### config.mk
export PLATFORM = sky130hd
export DESIGN_NAME = inst_mem
export DESIGN_NICKNAME = d
export VERILOG_FILES = /design/src/rtl/inst_mem_pkg.sv /design/src/rtl/inst_word_assembler.sv /design/src/rtl/inst_mem.sv
export SDC_FILE = /design/constraint.sdc
export NUM_CORES = 2
export LEC_CHECK = 0
export ABC_AREA = 1
export CAP_MARGIN = 20
export CORE_MARGIN = 2
export CORE_UTILIZATION = 35
export DETAILED_ROUTE_END_ITERATION = 10
export DONT_BUFFER_PORTS = 1
export PLACE_DENSITY_LB_ADDON = 0.2
export SETUP_SLACK_MARGIN = 0.3
export SLEW_MARGIN = 5
export SYNTH_ARGS = -nofsm -noshare
export SYNTH_HDL_FRONTEND = slang
export SYNTH_SLANG_ARGS = --single-unit
### constraint.sdc
create_clock -name clock -period 4.4 [get_ports clock]
set_clock_uncertainty 0.1 [all_clocks]
set_input_delay 0.88 -clock clock [delete_from_list [all_inputs] [get_ports clock]]
set_output_delay 0.88 -clock clock [all_outputs]
set_load 0.01 [all_outputs]
### src/rtl/inst_mem_pkg.sv
// Shared types and helpers for the instruction memory and its byte loader.
// INST_BYTESWAP_EN selects little-endian byte placement within a word.
package inst_mem_pkg;

   typedef enum logic [1:0] {
      LOAD  = 2'd0,
      CLEAR = 2'd1,
      RUN   = 2'd2
   } state_t;

`ifdef INST_BYTESWAP_EN
   localparam bit BYTESWAP = 1'b1;
`else
   localparam bit BYTESWAP = 1'b0;
`endif

   function automatic int clog2(input int n);
      int r;
      r = 0;
      for (int i = 0; i < 31; i++) begin
         if ((1 << i) < n) r = i + 1;
      end
      return r;
   endfunction

   // Lane that the idx-th byte of a word occupies; lane i is word bits [8i+7:8i].
   function automatic int lane_of(input int idx, input int nbytes);
      return BYTESWAP ? idx : (nbytes - 1 - idx);
   endfunction

endpackage

### src/rtl/inst_word_assembler.sv
// Packs accepted program bytes into words; flags a finished word for one cycle
// and zero-pads lanes that were never filled.
module inst_word_assembler
   import inst_mem_pkg::*;
#(
   parameter  int NWORD_BYTES = 4,
   localparam int BC_BITS     = clog2(NWORD_BYTES) + 1,
   localparam int WORD_BITS   = 8 * NWORD_BYTES
) (
   input  logic                 clock,
   input  logic                 reset_n,
   input  logic                 clear,
   input  logic                 byte_valid,
   input  logic [7:0]           byte_in,
   input  logic                 byte_last,
   output logic                 word_done,
   output logic                 word_last,
   output logic [WORD_BITS-1:0] word_out
);

   logic [NWORD_BYTES-1:0][7:0] lanes_q, lanes_d;
   logic [BC_BITS-1:0]          bc_q, bc_d, bc_eff;
   logic                        done_q, done_d;
   logic                        last_q, last_d;

   // A finished word is consumed on the edge after it completes, so the next
   // byte may already arrive in that cycle and must start from a clean word.
   always_comb begin
      lanes_d = done_q ? '0 : lanes_q;
      bc_eff  = done_q ? '0 : bc_q;
      bc_d    = bc_eff;
      done_d  = 1'b0;
      last_d  = 1'b0;
      if (byte_valid) begin
         for (int i = 0; i < NWORD_BYTES; i++) begin
            if (i == lane_of(int'(bc_eff), NWORD_BYTES)) lanes_d[i] = byte_in;
         end
         bc_d   = bc_eff + 1'b1;
         done_d = (bc_d == BC_BITS'(NWORD_BYTES)) || byte_last;
         last_d = byte_last;
      end
      if (clear) begin
         lanes_d = '0;
         bc_d    = '0;
         done_d  = 1'b0;
         last_d  = 1'b0;
      end
   end

   always_ff @(posedge clock or negedge reset_n) begin
      if (!reset_n) begin
         lanes_q <= '0;
         bc_q    <= '0;
         done_q  <= 1'b0;
         last_q  <= 1'b0;
      end else begin
         lanes_q <= lanes_d;
         bc_q    <= bc_d;
         done_q  <= done_d;
         last_q  <= last_d;
      end
   end

   assign word_done = done_q;
   assign word_last = last_q;
   assign word_out  = lanes_q;

endmodule

### src/rtl/inst_mem.sv
// Instruction memory loaded from a byte stream after reset, then read by PC.
// Byte order within a word follows INST_BYTESWAP_EN (see inst_mem_pkg).
//
// state | meaning
// LOAD  | accepting program bytes, writing each completed word at wp
// CLEAR | zero-filling mem[wp..DEPTH-1] after the program's last word
// RUN   | registered fetches from address; reload returns to LOAD
module inst_mem
   import inst_mem_pkg::*;
#(
   parameter  int NADDR_BITS  = 8,
   parameter  int NWORD_BYTES = 4,
   localparam int WORD_BITS   = 8 * NWORD_BYTES,
   localparam int OFS_BITS    = clog2(NWORD_BYTES),
   localparam int WP_BITS     = NADDR_BITS - OFS_BITS,
   localparam int DEPTH       = 1 << WP_BITS
) (
   input  logic                  clock,
   input  logic                  reset_n,
   input  logic [NADDR_BITS-1:0] address,
   output logic [WORD_BITS-1:0]  q,
   output logic                  q_valid,
   input  logic                  ld_valid,
   output logic                  ld_ready,
   input  logic [7:0]            ld_byte,
   input  logic                  ld_last,
   input  logic                  reload,
   output logic                  busy,
   output logic                  overflow
);

   state_t               state_q, state_d;
   logic [WP_BITS-1:0]   wp_q, wp_d;
   logic                 overflow_q, overflow_d;
   logic [WORD_BITS-1:0] q_q;
   logic                 q_valid_q;

   logic                 mem_we;
   logic [WORD_BITS-1:0] mem_wdata;
   logic [WORD_BITS-1:0] mem [DEPTH];

   logic                 accept;
   logic                 restart;
   logic                 fetch_en;
   logic                 wp_at_end;
   logic                 word_done;
   logic                 word_last;
   logic [WORD_BITS-1:0] word_out;
   logic [WP_BITS-1:0]   rd_idx;

   assign accept    = ld_valid && ld_ready;
   assign restart   = (state_q == RUN) && reload;
   assign fetch_en  = (state_q == RUN) && !reload;
   assign wp_at_end = (wp_q == WP_BITS'(DEPTH - 1));
   assign rd_idx    = address[NADDR_BITS-1:OFS_BITS];

   if (OFS_BITS > 0) begin : g_ofs
      logic unused_ofs;
      assign unused_ofs = ^address[OFS_BITS-1:0];
   end

   inst_word_assembler #(
      .NWORD_BYTES (NWORD_BYTES)
   ) u_asm (
      .clock      (clock),
      .reset_n    (reset_n),
      .clear      (restart),
      .byte_valid (accept),
      .byte_in    (ld_byte),
      .byte_last  (ld_last),
      .word_done  (word_done),
      .word_last  (word_last),
      .word_out   (word_out)
   );

   always_comb begin
      state_d    = state_q;
      wp_d       = wp_q;
      overflow_d = overflow_q;
      mem_we     = 1'b0;
      mem_wdata  = '0;
      case (state_q)
         LOAD: begin
            if (word_done) begin
               mem_we    = 1'b1;
               mem_wdata = word_out;
               if (wp_at_end) begin
                  state_d = RUN;
                  if (!word_last) overflow_d = 1'b1;
               end else begin
                  wp_d = wp_q + 1'b1;
                  if (word_last) state_d = CLEAR;
               end
            end
         end
         CLEAR: begin
            mem_we = 1'b1;
            if (wp_at_end) state_d = RUN;
            else           wp_d    = wp_q + 1'b1;
         end
         RUN: begin
            if (reload) begin
               state_d = LOAD;
               wp_d    = '0;
            end
         end
         default: begin
            state_d = LOAD;
            wp_d    = '0;
         end
      endcase
   end

   always_ff @(posedge clock or negedge reset_n) begin
      if (!reset_n) begin
         state_q    <= LOAD;
         wp_q       <= '0;
         overflow_q <= 1'b0;
         q_q        <= '0;
         q_valid_q  <= 1'b0;
      end else begin
         state_q    <= state_d;
         wp_q       <= wp_d;
         overflow_q <= overflow_d;
         q_q        <= fetch_en ? mem[rd_idx] : '0;
         q_valid_q  <= fetch_en;
      end
   end

   // Storage has no reset; its contents are always rewritten by a full load.
   always_ff @(posedge clock) begin
      if (mem_we) mem[wp_q] <= mem_wdata;
   end

   assign q        = q_q;
   assign q_valid  = q_valid_q;
   assign ld_ready = (state_q == LOAD);
   assign busy     = (state_q != RUN);
   assign overflow = overflow_q;

endmodule

==> results.toml <==
[critical_path]
cp.arrival_ns = 4.46
required_ns = 5.05
slowest_delay_ns = 0.70
crit_chain = "buf_16 > buf_16 > buf_16 > nand2_1 > nand3_1 > nand3_1 > nand2_1 > nand2_1 > nand3_1 > nand3_1 > a21oi_1"
worst_path_most_repeated_cell = "nand3_1"
crit_buf_inv = 3
crit_path_end_kind = "register"
cpLargestDelayFamily = "buffers and inverters"
crit_slowest_cell = "buf_16"
crit_type = "in -> reg"
start_kind = "primary input"
cp_max_fo = 211

[pwr]
combPwrFrac = 0.078
power_switching_mw = 10.73
clkPwrFrac = 0.410
power.share.switching = 0.2392
power_density_mw_per_mm2 = 460.0
power_mw = 44.85
ir_worst_vdd_v = 0.0003461
leakage_nw = 35.18
p_seq_frac = 0.513
p_int_mw = 34.12

[min_path]
hold_class = "in -> reg"

[clock_tree]
clk_pin_slew_ns = 0.06
cts_buffers = 221
cts.sinks = 2127
cts_tree = "built"
htree_levels = 4
root_buffer = "clkbuf_16"
clk_latency_ns = 0.87
cts_buffer_depth = 3
post-cts-setup-buffer-count = 0

[yosys]
synthFlopType = "edfxtp_1"
ys.warnings.count = 0
syn_area_per_cell_sq_um = 12.04
ys_seq_area_frac = 0.7432
ys_ff_latch = 2127
async_flop_share = 0.03714
syn_inst = 7095
synth_edf_count = 2048
synth_cell_types = 27
yosys.area.top_type = "edfxtp_1"
synth_top_cell_area_share = 0.7201
syn_area_sq_mm = 0.08541
syn_nets = 7121
ys_top_cells_by_area = "edfxtp_1 (72%), nand3_1 (11%), nand2_1 (10%)"

[sta]
period_share = 0.8643
hold_ws_ns = 0.1123
finalSetupViolCount = 0
hold_viol = 0
maxSlewViolCount = 0
slew_headroom = 0.1246
worst_pin_slew_ns = 1.313
period_needed_ns = 3.803
clock.fmax_ghz = 0.2630
fin_tns_setup_ns = 0
rsz0062_at_grt = "no"

[floorplanning]
start_util = 0.3515
fp.dieArea_sq_mm = 0.2480
io-pin-count = 57
core_sq_mm = 0.2430
rows = 181
fp.dieW_microns = 498.0
die_h_microns = 498.0

[finish]
fin_cells = 10500
nets = 7129
drive_above_1_share = 0.09122
area_growth_pct = 14.17
final_cell_mix = "nand2_1 (2,288), edfxtp_1 (2,048), nand3_1 (1,803)"
stdcell_area_sq_mm = 0.09751
layout_commonest_cell = "nand2_1"

[place]
dp_cells = 10070
place_area_sq_mm = 0.09023
place.gp.congestion = 0.7582
port_buffers = 0
dp_hpwl_microns = 127800

[global_route]
grt_max_degree = 1026
grt_pass1_vias = 52340
antenna_found_initial = 12
grt_usage = 0.2024
grt_pass1_wl_microns = 370400
gr-total-overflow = 0

[flow_run]
max_cap_viol_count = 0

[routing]
drtAntennaViolNets = 0
drt-pass1-iter-count = 5
wl_microns = 256800
drc_errors = 0
drt_iter0_drc = 5693
routed_via_density = 5.249
post_drt_wl_per_cell_microns = 24.47
vias = 55090

[outcome]
status = "finished, final reports clean"
-- kinds of logic after synthesis --
| group | share of synthesized area |
|---|---|
| AOI/OAI and AO/OA | 0.009669 |
| DFF | 0.7432 |
| and+or+nand+nor | 0.2166 |
| adders and majority gates | 0.0007325 |
| buffers and inverters | 0.02978 |
-- registers in the layout, indices dropped and copies added (netlist names) --
signal	count
mem	2048
overflow	1
q	32
q_valid	1
state_q	2
u_asm.bc_q	3
u_asm.word_done	1
u_asm.word_last	1
u_asm.word_out	32
wp_q	6
-- final timing paths --
kind	depth (start not counted)	slack (ns)	start	end
max in group asynchronous	2	3.15	reset_n	q[26]$_DFF_PN0_
max reg2reg	5	1.17	state_q[1]$_DFFE_PN0P_	mem[13][17]$_DFFE_PP_
min	2	0.11	ld_byte[0]	u_asm.word_out[24]$_DFF_PN0_
min in group asynchronous	2	0.48	reset_n	u_asm.bc_q[0]$_DFF_PN0_
max	11	0.60	address[2]	q[23]$_DFF_PN0_
min reg2reg	2	0.43	u_asm.word_out[16]$_DFF_PN0_	u_asm.word_out[16]$_DFF_PN0_
-- metal layers --
metal	track usage	wire length (microns)
met5	0	13
met4	0.04917	5619
met3	0.02928	16480
met2	0.3202	119100
met1	0.2934	115600
-- power groups by stage --
stage / clock (mW) / sequential [mW] / combinational, mW
after global routing: 19.5 / 23.0 / 3.80
after detailed placement: 0 / 23.4 / 3.27
after global placement: 0 / 23.4 / 3.23
after CTS: 18.7 / 23.0 / 3.31
after floorplan: 0 / 23.4 / 2.12
final: 18.4 / 23.0 / 3.48
-- area by class of cell --
cell class	instances	area, sq um
clock inverter	118	1077
antenna	4	10.01
clock buffer	292	5982
multi-input combinational	4465	20110
tap	3202	4006
fill	22720	145500
sequential	2127	63480
inverter	38	190.2
timing repair buffer	250	2658
-- metrics by stage --
stage / utilization / setup slack [ns]
after global placement: 0.3713 / 0.5234
after CTS: 0.4006 / 1.155
after detailed placement: 0.3713 / 0.6118
after floorplan: - / 1.239
final: 0.4013 / 0.5972
after global routing: 0.4012 / 0.3548
-- synthesized netlist by cell type, drive strengths merged (5+ instances only) --
master / n
edfxtp: 2048
buf: 373
nand4: 14
o21ai: 45
nor2: 201
clkbuf: 92
ha: 5
dfrtp: 79
o22ai: 15
nand2: 2289
inv: 38
nand3: 1803
a31oi: 6
a211oi: 22
a21oi: 59
-- timing repair --
item                                    in CTS  in global routing
endpoints found under the setup margin       0                  1
endpoints found under the hold margin       80                  0
hold buffers                                 3                  0
resized for setup                            0                  0
(Power assumes the default switching activity.)
